**config.mk**
```make
export PLATFORM = sky130hd
export DESIGN_NAME = alu_muldiv
export DESIGN_NICKNAME = d
export VERILOG_FILES = /design/src/rtl/alu_pkg.sv /design/src/rtl/alu_muldiv_iter.sv /design/src/rtl/alu_muldiv.sv
export SDC_FILE = /design/constraint.sdc
export NUM_CORES = 1
export LEC_CHECK = 0
export CAP_MARGIN = 20
export CORE_ASPECT_RATIO = 1.4
export CORE_MARGIN = 2
export CORE_UTILIZATION = 41
export DETAILED_ROUTE_END_ITERATION = 7
export DONT_BUFFER_PORTS = 1
export PLACE_DENSITY = 0.58
export SETUP_SLACK_MARGIN = 0.4
export SLEW_MARGIN = 5
export SYNTH_ARGS = -nofsm -noshare
export SYNTH_HDL_FRONTEND = slang
export SYNTH_SLANG_ARGS = --single-unit
```
**constraint.sdc**
```tcl
create_clock -name clk -period 9.7 [get_ports clk]
set_clock_uncertainty 0.05 [all_clocks]
set_input_delay 1.94 -clock clk [delete_from_list [all_inputs] [get_ports clk]]
set_output_delay 1.94 -clock clk [all_outputs]
set_load 0.01 [all_outputs]
```
**src/rtl/alu_pkg.sv**
```systemverilog
// Shared definitions for the EX-stage ALU with iterative multiply/divide:
// op codes, FSM states and the default datapath width.
package alu_pkg;

  localparam int DEFAULT_WIDTH = 32;

  typedef enum logic [3:0] {
    OP_AND   = 4'b0000,
    OP_OR    = 4'b0001,
    OP_ADD   = 4'b0010,
    OP_SUB   = 4'b0110,
    OP_SLTU  = 4'b0111,
    OP_SLT   = 4'b1000,
    OP_MULT  = 4'b1001,
    OP_MULTU = 4'b1010,
    OP_DIV   = 4'b1011,
    OP_XOR   = 4'b1100,
    OP_DIVU  = 4'b1101,
    OP_MFHI  = 4'b1110,
    OP_MFLO  = 4'b1111
  } op_e;

  typedef enum logic [1:0] {
    S_IDLE = 2'd0,
    S_ITER = 2'd1,
    S_FIX  = 2'd2
  } state_e;

  function automatic logic is_muldiv(input logic [3:0] op);
    return (op == OP_MULT) || (op == OP_MULTU) || (op == OP_DIV) || (op == OP_DIVU);
  endfunction

endpackage

```
**src/rtl/alu_muldiv_iter.sv**
```systemverilog
// Iterative unsigned multiply (shift-add) / divide (restoring) datapath.
// Operands arrive already made non-negative; sign handling lives in the top.
module alu_muldiv_iter
  import alu_pkg::*;
#(
  parameter int WIDTH = DEFAULT_WIDTH
) (
  input  logic             clk,
  input  logic             reset,
  input  logic             load,
  input  logic             step,
  input  logic             is_div,
  input  logic [WIDTH-1:0] opa,
  input  logic [WIDTH-1:0] opb,
  output logic [WIDTH-1:0] raw_hi,
  output logic [WIDTH-1:0] raw_lo,
  output logic             last_step
);

  localparam int CNT_W = $clog2(WIDTH) + 1;

  logic [WIDTH-1:0] acc;
  logic [WIDTH-1:0] qreg;
  logic [WIDTH-1:0] dreg;
  logic [CNT_W-1:0] cnt;
  logic             div_mode;
  logic [WIDTH:0]   mul_sum;
  logic [WIDTH:0]   div_shift;
  logic [WIDTH:0]   div_diff;

  // acc:qreg is the product (multiplier shifts out of qreg) or remainder:quotient
  always_comb begin
    mul_sum   = {1'b0, acc} + (qreg[0] ? {1'b0, dreg} : '0);
    div_shift = {acc, qreg[WIDTH-1]};
    div_diff  = div_shift - {1'b0, dreg};
  end

  always_ff @(posedge clk) begin
    if (reset) begin
      acc      <= '0;
      qreg     <= '0;
      dreg     <= '0;
      cnt      <= '0;
      div_mode <= 1'b0;
    end else if (load) begin
      acc      <= '0;
      qreg     <= opa;
      dreg     <= opb;
      cnt      <= '0;
      div_mode <= is_div;
    end else if (step) begin
      cnt <= cnt + 1'b1;
      if (div_mode) begin
        if (!div_diff[WIDTH]) begin
          acc  <= div_diff[WIDTH-1:0];
          qreg <= {qreg[WIDTH-2:0], 1'b1};
        end else begin
          acc  <= div_shift[WIDTH-1:0];
          qreg <= {qreg[WIDTH-2:0], 1'b0};
        end
      end else begin
        acc  <= mul_sum[WIDTH:1];
        qreg <= {mul_sum[0], qreg[WIDTH-1:1]};
      end
    end
  end

  assign raw_hi    = acc;
  assign raw_lo    = qreg;
  assign last_step = (cnt == CNT_W'(WIDTH - 1));

endmodule

```
**src/rtl/alu_muldiv.sv**
```systemverilog
// EX-stage ALU: registered single-cycle ops plus iterative MULT/DIV into HI/LO
// with a start/busy/done handshake.
module alu_muldiv
  import alu_pkg::*;
#(
  parameter int WIDTH = DEFAULT_WIDTH
) (
  input  logic             clk,
  input  logic             reset,
  input  logic             start,
  input  logic [3:0]       op,
  input  logic [WIDTH-1:0] a,
  input  logic [WIDTH-1:0] b,
  output logic [WIDTH-1:0] result,
  output logic             zero,
  output logic             ovf,
  output logic             busy,
  output logic             done,
  output logic [WIDTH-1:0] hi,
  output logic [WIDTH-1:0] lo
);

  state_e state, next_state;
  op_e    opc;

  logic [WIDTH-1:0]   sum_ab, diff_ab, alu_res;
  logic               alu_ovf;
  logic               md_op, div_op, signed_op, div_by_zero;
  logic               launch, quick;
  logic [WIDTH-1:0]   abs_a, abs_b;
  logic               iter_load, iter_step, last_step;
  logic [WIDTH-1:0]   raw_hi, raw_lo;
  logic               is_div_q, neg_q, rem_neg_q;
  logic [2*WIDTH-1:0] prod, prod_neg;
  logic [WIDTH-1:0]   fix_hi, fix_lo;

  assign opc         = op_e'(op);
  assign sum_ab      = a + b;
  assign diff_ab     = a - b;
  assign md_op       = is_muldiv(op);
  assign div_op      = (opc == OP_DIV) || (opc == OP_DIVU);
  assign signed_op   = (opc == OP_MULT) || (opc == OP_DIV);
  assign div_by_zero = div_op && (b == '0);
  assign launch      = (state == S_IDLE) && start && md_op && !div_by_zero;
  assign quick       = (state == S_IDLE) && start && !launch;
  assign abs_a       = (signed_op && a[WIDTH-1]) ? -a : a;
  assign abs_b       = (signed_op && b[WIDTH-1]) ? -b : b;

  always_comb begin
    alu_res = '0;
    alu_ovf = 1'b0;
    case (opc)
      OP_AND:  alu_res = a & b;
      OP_OR:   alu_res = a | b;
      OP_XOR:  alu_res = a ^ b;
      OP_ADD: begin
        alu_res = sum_ab;
        alu_ovf = (a[WIDTH-1] == b[WIDTH-1]) && (sum_ab[WIDTH-1] != a[WIDTH-1]);
      end
      OP_SUB: begin
        alu_res = diff_ab;
        alu_ovf = (a[WIDTH-1] != b[WIDTH-1]) && (diff_ab[WIDTH-1] != a[WIDTH-1]);
      end
      OP_SLTU: alu_res = {{(WIDTH-1){1'b0}}, (a < b)};
      OP_SLT:  alu_res = {{(WIDTH-1){1'b0}}, ($signed(a) < $signed(b))};
      OP_MFHI: alu_res = hi;
      OP_MFLO: alu_res = lo;
      default: alu_res = '0;
    endcase
  end

  alu_muldiv_iter #(.WIDTH(WIDTH)) u_iter (
    .clk       (clk),
    .reset     (reset),
    .load      (iter_load),
    .step      (iter_step),
    .is_div    (div_op),
    .opa       (abs_a),
    .opb       (abs_b),
    .raw_hi    (raw_hi),
    .raw_lo    (raw_lo),
    .last_step (last_step)
  );

  // Remainder follows the dividend's sign; quotient/product follow sign_a ^ sign_b
  always_comb begin
    prod     = {raw_hi, raw_lo};
    prod_neg = -prod;
    if (is_div_q) begin
      fix_hi = rem_neg_q ? -raw_hi : raw_hi;
      fix_lo = neg_q ? -raw_lo : raw_lo;
    end else begin
      fix_hi = neg_q ? prod_neg[2*WIDTH-1:WIDTH] : prod[2*WIDTH-1:WIDTH];
      fix_lo = neg_q ? prod_neg[WIDTH-1:0] : prod[WIDTH-1:0];
    end
  end

  always_ff @(posedge clk) begin
    if (reset) state <= S_IDLE;
    else       state <= next_state;
  end

  always_comb begin
    next_state = state;
    case (state)
      S_IDLE:  if (launch) next_state = S_ITER;
      S_ITER:  if (last_step) next_state = S_FIX;
      S_FIX:   next_state = S_IDLE;
      default: next_state = S_IDLE;
    endcase
  end

  always_comb begin
    busy      = (state != S_IDLE);
    iter_load = launch;
    iter_step = (state == S_ITER);
  end

  // Divide-by-zero bypasses the iterator entirely and completes like a single-cycle op
  always_ff @(posedge clk) begin
    if (reset) begin
      result    <= '0;
      zero      <= 1'b1;
      ovf       <= 1'b0;
      done      <= 1'b0;
      hi        <= '0;
      lo        <= '0;
      is_div_q  <= 1'b0;
      neg_q     <= 1'b0;
      rem_neg_q <= 1'b0;
    end else begin
      done <= 1'b0;
      if (quick) begin
        done <= 1'b1;
        if (div_by_zero) begin
          hi     <= a;
          lo     <= '1;
          result <= '1;
          zero   <= 1'b0;
          ovf    <= 1'b0;
        end else begin
          result <= alu_res;
          zero   <= (alu_res == '0);
          ovf    <= alu_ovf;
        end
      end
      if (launch) begin
        is_div_q  <= div_op;
        neg_q     <= signed_op && (a[WIDTH-1] ^ b[WIDTH-1]);
        rem_neg_q <= signed_op && a[WIDTH-1];
      end
      if (state == S_FIX) begin
        hi     <= fix_hi;
        lo     <= fix_lo;
        result <= fix_lo;
        zero   <= (fix_lo == '0);
        ovf    <= 1'b0;
        done   <= 1'b1;
      end
    end
  end

endmodule
```
==> run_results.csv <==
group,metric,value,unit
drt,vias,23400,
clocking,clkTransAtPathRegs,0.06,ns
final_layout,final_net_count,3064,
synth,synth_edf_count,0,
clocking,root_buffer,"clkbuf_16",
synth,synth_top_area_share,0.193,
synth,post-synth-top-area-cell,"dfxtp_1",
clocking,cts.sinks,206,
die,pin_count,171,
placed_design,pre_cts_slack,3.21,ns
placed_design,place.gp.congestion,1.08,
synth,syn_nets,3211,
clocking,cts_tree,"yes",
final_layout,mostFrequentLayoutCells,"358 x nor2_1, 234 x a21oi_1, 224 x nand2_1",
die,start_util,0.412,
clocking,cts_setup_buffers,0,
drt,wl_per_cell,30.0,µm
placed_design,dp_hpwl,78.9,mm
setup_path,cp_data_required_time,10.14,ns
global_routing,track_usage,0.374,
clocking,htreeDepth,1,
sta,final.min_clock_period,5.98,ns
die,core_area,0.0519,mm²
final_layout,multi_input_area,0.0160,mm²
power,p_per_area,133,mW/mm²
drt,drt_iter0_drc,2314,
die,die_area,0.0541,mm²
clocking,cts_made_buffers,25,
global_routing,grt_overflow_total,0,
setup_path,critPathCaptureType,"register",
final_layout,final_common_cell,"nor2_1",
synth,ys_seq_area_frac,0.193,
die,die_h,274,µm
synth,yosysWarnings,0,
drt,via_per_inst,6.70,
synth,synth-async-reset-ratio,0,
placed_design,numPortBuffers,0,
clocking,post_cts_resized,0,
synth,ys.flop_type,"dfxtp_1",
synth,netlist_top_cells_area,"dfxtp_1 19%, ha_1 10%, nor2_1 6.3%, a21oi_1 5.5%, xnor2_1 4.9%",
setup_path,start_kind,"input pin",
sta,fin_crit_sh,0.617,
run,cap_violations,0,
final_layout,utilization,0.438,
placed_design,dp.cells,3440,
status,status,"finished clean",
synth,synthDistinctLibCells,96,
die,die_w,197,µm
final_layout,fin_area,0.0227,mm²
clocking,cts.path.max_buffers,3,
sta,hold_viol_final,0,
drt,drtAntennaViolNets,0,
sta,final-setup-viol-count,0,
synth,ys_seq_elements,206,
setup_path,cp_data_arrival_time,6.42,ns
final_layout,area_delta_synth_final,6.12,%
power,vdd_drop_max,0.000130,V
sta,drv_slew,0,
sta,maxSlewHeadroom,0.156,
final_layout,final_layout_size_suffix_gt1_frac,0.0548,
sta,fmax,167,MHz
setup_path,critical_path_class,"input pin to register",
setup_path,cp_max_fo,6,
setup_path,r2r_setup_slack,4.73,ns
drt,firstDrtPassIters,5,
global_routing,grt_start_max_net_pins,158,
sta,postLayoutSetupSlackWorst,3.72,ns
final_layout,num-fill-cells,5330,
global_routing,antenna_found_initial,5,
die,rows,99,
drt,wl,105,mm
global_routing,grt_pass1_vias,22400,
sta,grt_setup_unrepaired,"false",
global_routing,grt_pass1_wl,151,mm
drt,drc,0,
synth,syn_avg_cell_area,7.23,µm²
power,p_leak,8.82,nW
synth,synth_area,0.0214,mm²
sta,tns,0,ns
placed_design,placed_area,0.0218,mm²
clocking,hold_buffers,0,
clocking,clk_latency,0.59,ns
final_layout,final_cells,3487,
final_layout,seq_area,0.00413,mm²
synth,syn_inst,2959,
sta,tightest_slew,1.25,ns
min_path,hold_path.class,"register to register",
## flip-flops by register name, indices dropped and copies added, names as in the netlist, 2 cells and up
name           count
hi                32
lo                32
result            32
state              2
u_iter.cnt         6
u_iter.dreg       32
u_iter.raw_hi     32
u_iter.raw_lo     32
## stage by stage
step	hold WS (ns)	power [mW]
2_1_floorplan	0.382	1.63
3_3_place_gp	0.399	1.90
3_5_place_dp	0.398	1.90
4_1_cts	0.413	3.01
5_1_grt	0.434	3.14
6_report	0.416	3.02
## Yosys cell counts, types with 59 or more instances
library cell and number:
o21ai_0 171, nor3_1 75, dfxtp_1 206, a211oi_1 126
nor2_1 361, clkbuf_1 180, nand2_1 224, ha_1 177
inv_1 156, mux2i_1 59, xnor2_1 120, a21oi_1 234
## critical path, cell delays in order
cell       delay (ns)
inv_1            0.05
ha_1             0.23
fa_1             0.47
o21bai_1         0.22
nor4b_1          0.61
or4_1            0.24
a2111oi_0        0.11
nor3_1           0.72
and4_1           0.35
nand4_1          0.11
or4_1            0.62
nor3_1           0.20
nand4_1          0.11
nand4b_1         0.23
o41ai_2          0.21
## routing by layer
layer / part of all wire / up-vias / track usage
met1: 0.37 / 11300 / 0.434
met2: 0.46 / 1202 / 0.617
met4: 0.074 / 6 / 0.240
li1: - / 10500 / -
met5: 0.00034 / - / 0
met3: 0.097 / 341 / 0.0895
## final timing paths
| check | from | endpoint | cells past startpoint |
|---|---|---|---|
| worst min register to register | u_iter.dreg[31] | u_iter.dreg[31] | 2 |
| worst max-delay path | a[0] | zero | 15 |
| worst min-delay path | u_iter.dreg[31] | u_iter.dreg[31] | 2 |
| worst max register to register | u_iter.raw_lo[31] | u_iter.raw_hi[26] | 17 |
## logic make-up after synthesis
kind of cell	synth area share
buffers and inverters	0.0657
XOR/XNOR	0.0716
adder cells (fa/ha/maj)	0.107
flip-flops	0.193
AND/OR/NAND/NOR	0.219
multiplexers	0.0318
AO/OA/AOI/OAI	0.312
## cell type report
type                    count  share of cell area
clock buffers              30              0.0301
repair buffers             35              0.0116
diodes                      1            0.000110
clock inverters            15              0.0107
well taps                 656              0.0361
multi-input cells        2388               0.704
inverters                 156              0.0258
flip-flops and latches    206               0.182
## report_power, final
part / switching (mW) / internal [mW]
combinational: 0.626 / 0.348
clock: 0.439 / 0.662
sequential: 0.0672 / 0.881
total: 1.13 / 1.89
Note: power is estimated with default switching activity, not from simulation.
==> edit 1: new RTL, config.mk and constraints unchanged <==
Add an input register stage for `start` and `op`, cleared by the reset; this delays them by one clock. The other inputs are not delayed to match. Comments in the files are not updated.
--- a/src/rtl/alu_muldiv.sv
+++ b/src/rtl/alu_muldiv.sv
@@ -21,4 +21,17 @@
 );
 
+  logic start_q;
+  logic [3:0] op_q;
+
+  always_ff @(posedge clk) begin
+    if (reset) begin
+      start_q <= '0;
+      op_q    <= '0;
+    end else begin
+      start_q <= start;
+      op_q    <= op;
+    end
+  end
+
   state_e state, next_state;
   op_e    opc;
@@ -35,13 +48,13 @@
   logic [WIDTH-1:0]   fix_hi, fix_lo;
 
-  assign opc         = op_e'(op);
+  assign opc         = op_e'(op_q);
   assign sum_ab      = a + b;
   assign diff_ab     = a - b;
-  assign md_op       = is_muldiv(op);
+  assign md_op       = is_muldiv(op_q);
   assign div_op      = (opc == OP_DIV) || (opc == OP_DIVU);
   assign signed_op   = (opc == OP_MULT) || (opc == OP_DIV);
   assign div_by_zero = div_op && (b == '0);
-  assign launch      = (state == S_IDLE) && start && md_op && !div_by_zero;
-  assign quick       = (state == S_IDLE) && start && !launch;
+  assign launch      = (state == S_IDLE) && start_q && md_op && !div_by_zero;
+  assign quick       = (state == S_IDLE) && start_q && !launch;
   assign abs_a       = (signed_op && a[WIDTH-1]) ? -a : a;
   assign abs_b       = (signed_op && b[WIDTH-1]) ? -b : b;
Function: changed (a bounded check fails within 4 cycles, from zero or initial values and one cycle with reset high).
==> edit 1 against the unedited design <==
  * Synthesized area decreased by 0.23%
  * Setup slack got worse by 0.49 ns
  * Count of clock-buffer cells in the layout decreased by 4
  * Wire length decreased by 6.7%
  * Critical path type unchanged
  * Power decreased by 13%
  * Cell area decreased by 1.0%
  * Global-route usage decreased by 2.6 points
  * Sequential cell count increased by 5
==> edit 1: results (changes against the unedited design) <==
status complete, no violations; final hold slack 0.408 ns (-0.00768 ns); P_int 1.70 mW (-10%); initial antenna violation count 3 (-2); Max VDD drop 0.000107 V (-17%); flop-to-flop setup slack 5.01 ns (+0.28 ns); clock buffer depth 3 (unchanged); warnings from Yosys 0 (unchanged); clock slew at reported path FFs 0.06 ns (about the same); predominant post-synthesis flop cell dfxtp_1; Total Wirelength 97.5 mm (-6.7%); Total Nets Final 3022 (-1.4%); dpl ws 2.74 ns (-0.467 ns); min cycle time layout 6.47 ns (+0.494 ns); max_slew headroom 0.339 (+0.183); top-area cell type share of the netlist area 0.198 (+0.00513); Synth Area per Inst 7.36 um2 (+1.8%); cts repair resizes 0 (unchanged); Synth Net Count 3153 (-1.8%); worst-skew pair later-pin latency 0.55 ns (-0.04 ns); Leak 9.00 nW (+2.0%); largest net degree at the start of global routing 134 (-15%); Tightest Hold Check Type flip-flop to flip-flop; first-pass GRT wire length 142 mm (-6.3%); HPWL after DPL 76.5 mm (-3.1%); ys async rst share 0 (unchanged); Vias/cell 6.57 (-1.9%); final hold vios 0 (unchanged); Synth cell types 102 (+6.3%); post-synthesis sequential area ratio 0.198 (+0.00513); slowest stage cell, crit path nand2_1; ranking of synthesized cells by area dfxtp_1, ha_1, a21oi_1, nand2_1, nor2_1; layout cells sized above 1 0.0567 (+0.00196); router iterations before antenna repair 5 (unchanged); vias in the first global route 21800 (-2.8%); # port buffers 0 (unchanged); initial drt markers 2077 (-10%); Post-synth top cells nand2_1, nor2_1, a21oi_1; Num CTS Buffers 23 (-8.0%); aggregate global-route resource usage 0.349 (-0.0257); Critical Path Fanout Max 60 (+54); Clock H-tree levels 1 (unchanged); WP data arrival 6.89 ns (+0.47 ns); Vias 22600 (-3.2%); DP Cell Count 3401 (-1.1%); fin. max-slew vios 0 (unchanged); setup_tns 0 ns (unchanged); CP top delay family simple AND/OR/NAND/NOR gates; routability cong. 0.981 (-8.8%); DP Area 0.0217 mm2 (-0.32%); post-CTS setup buffers 0 (unchanged); Root Buffer clkbuf_16; CP max stage delay 0.77 ns (+0.05 ns)
## edit 1: changes by cell type after synthesis, sizes merged, moves of 13 or more
cell	change
mux2i	+13
nor2	-86
a211oi	-39
buf	+23
o221a	+18
nor2b	+16
clkbuf	-40
o22ai	-15
nand2	+54
a22oi	+24
## edit 1: worst paths after layout
kind / startpoint / to / cells past startpoint
setup / recovery: b[1] / hi[26] / 14
setup reg to reg: u_iter.raw_lo[31] / u_iter.raw_hi[3] / 15
hold / removal: u_iter.dreg[31] / u_iter.dreg[31] / 2
hold reg to reg: u_iter.dreg[31] / u_iter.dreg[31] / 2
## edit 1: cell type report
| class | count | area, um2 |
|---|---|---|
| clock inverters | 14 | 164 |
| flip-flops and latches | 211 | 4230 |
| repair buffers | 36 | 278 |
| diodes | 1 | 2.50 |
| fillers | 5370 | 29300 |
| inverters | 152 | 571 |
| clock buffers | 26 | 617 |
| multi-input cells | 2346 | 15800 |
| well taps | 656 | 821 |
## edit 1: layer usage
metal | GRT usage | vias to the layer above | part of all wire
met3 | 0.0475 | 253 | 0.072
li1 | - | 10300 | -
met1 | 0.410 | 11100 | 0.39
met2 | 0.609 | 969 | 0.48
met5 | 0 | - | 0.00025
met4 | 0.194 | 4 | 0.063
## edit 1: power groups by stage
stage / Clock (mW) / Sequential, mW / Combinational (mW)
2_1_floorplan: 0 / 0.917 / 0.557
3_3_place_gp: 0 / 0.937 / 0.752
3_5_place_dp: 0 / 0.938 / 0.753
4_1_cts: 0.949 / 0.918 / 0.757
5_1_grt: 0.975 / 0.920 / 0.828
6_report: 0.940 / 0.920 / 0.774
## edit 1: logic make-up after synthesis
family / synth area share
and+or+nand+nor: 0.205
DFF: 0.198
adders and majority gates: 0.107
AOI/OAI and AO/OA: 0.316
muxes: 0.0376
buffers and inverters: 0.0641
xor gates and xnor gates: 0.0722
==> edit 2: new RTL, same flow settings <==
Without the edit above. Set the package constant `DEFAULT_WIDTH` to 16 (it was 32).
--- a/src/rtl/alu_pkg.sv
+++ b/src/rtl/alu_pkg.sv
@@ -3,5 +3,5 @@
 package alu_pkg;
 
-  localparam int DEFAULT_WIDTH = 32;
+  localparam int DEFAULT_WIDTH = 16;
 
   typedef enum logic [3:0] {
Interface: changed (5 resized); port bits go from 171 to 91. No check against the original RTL was run, so the function may have changed too.
==> edit 2 against the unedited design <==
  * Die area decreased by 50%
  * Power shrank 59%
  * Worst hold slack improved by 0.0018 ns
  * Core utilization shrank 0.47 points
  * Combinational power is 60% lower
  * Sequential cell count is 97 lower
  * Clock power shrank 66%
  * First-iteration DRC count is 66% lower
  * Wire length down 63%
  * Setup slack gained 0.80 ns
  * Global-route usage shrank 9.0 points
  * Cell area down 52%
  * Synthesized area fell by 51%
  * Largest power group is now sequential cells
==> edit 2: results (changes against the unedited design) <==
clock slew at reported path FFs 0.08 ns (+0.02 ns); initial antenna violation count 0 (-5); # port buffers 0 (unchanged); Clock H-tree levels 3 (+2); period utilization 0.534 (-0.0821); status complete, no violations; largest net degree at the start of global routing 93 (-41%); Num CTS Buffers 9 (-64%); post-synthesis sequential area ratio 0.207 (+0.0147); setup_tns 0 ns (unchanged); HPWL after DPL 30.3 mm (-62%); ranking of synthesized cells by area dfxtp_1, ha_1, nor2_1, xnor2_1, a21oi_1; Root Buffer clkbuf_16; Total Nets Final 1485 (-52%); predominant post-synthesis flop cell dfxtp_1; Leak 4.17 nW (-53%); Critical Path Fanout Max 48 (+42); layout cells sized above 1 0.0576 (+0.00284); Mapped Cells 1418 (-52%); final cell count without fillers 1673 (-52%); Vias/cell 6.21 (-7.4%); Synth Net Count 1554 (-52%); ANT cells 0 (-1); routability cong. 0.964 (-10%); aggregate global-route resource usage 0.284 (-0.0902); Post-synth top cells nor2_1, dfxtp_1, a21oi_1; Tightest Hold Check Type flip-flop to flip-flop; initial drt markers 776 (-66%); vias in the first global route 10300 (-54%); warnings from Yosys 0 (unchanged); max_slew headroom 0.254 (+0.0983); clock buffer depth 2 (-1); router iterations before antenna repair 7 (+2); drt wl/cell 23.3 um (-22%); Max VDD drop 0.0000701 V (-46%); dpl ws 4.29 ns (+1.08 ns); WP data arrival 5.41 ns (-1.01 ns); Synth cell types 92 (-4.2%); worst-skew pair later-pin latency 0.37 ns (-0.22 ns); first-pass GRT wire length 60.3 mm (-60%); ys async rst share 0 (unchanged); post-CTS setup buffers 0 (unchanged); flop-to-flop setup slack 5.64 ns (+0.91 ns); cts repair resizes 0 (unchanged)
[edit 2: path summary, 6_finish.rpt]
check,start,depth (start not counted),endpoint
setup / recovery,b[8],12,hi[1]
hold / removal,u_iter.dreg[15],2,u_iter.dreg[15]
setup reg to reg,u_iter.raw_lo[15],13,u_iter.raw_hi[4]
hold reg to reg,u_iter.dreg[15],2,u_iter.dreg[15]
[edit 2: cell type report]
type	instances	area (um2)
Sequential cell	109	2180
Tap cell	319	399
Fill cell	2614	14300
Multi-Input combinational cell	1137	7690
Inverter	79	297
Clock inverter	6	60.1
Timing Repair Buffer	13	97.6
Clock buffer	10	229
[edit 2: routing by layer]
metal | GRT usage | vias to the layer above | share of wire
met5 | 0 | - | 0
met4 | 0.196 | 0 | 0.077
met3 | 0.0458 | 124 | 0.056
met2 | 0.490 | 362 | 0.48
met1 | 0.317 | 4911 | 0.38
li1 | - | 4988 | -
[edit 2: kinds of logic after synthesis]
group	Yosys count	synth area share
muxes	32	0.0310
xor gates and xnor gates	83	0.0691
buffers and inverters	172	0.0661
DFF	109	0.207
adders and majority gates	97	0.118
AOI/OAI and AO/OA	435	0.282
and+or+nand+nor	490	0.226
[edit 2: worst max-delay path, cell delays in order]
cell      delay [ns]
nor4_1          0.85
nand4_1         0.26
nor4b_2         0.40
nor2_1          0.09
nand4_1         0.10
buf_4           0.48
a31oi_2         0.14
buf_4           0.24
nor2_2          0.20
buf_4           0.35
nor2_1          0.07
a311oi_1        0.23
[edit 2: through the flow]
stage | instance area [um2] | hold slack, ns
2_1_floorplan | 10500 | 0.382
3_3_place_gp | 10600 | 0.386
5_1_grt | 11000 | 0.440
6_report | 11000 | 0.418
3_5_place_dp | 10600 | 0.403
4_1_cts | 10900 | 0.417
[edit 2: report_power, final]
group,switching [mW],total [mW],internal (mW)
combinational,0.240,0.387,0.147
clock,0.194,0.377,0.183
sequential,0.0264,0.491,0.464
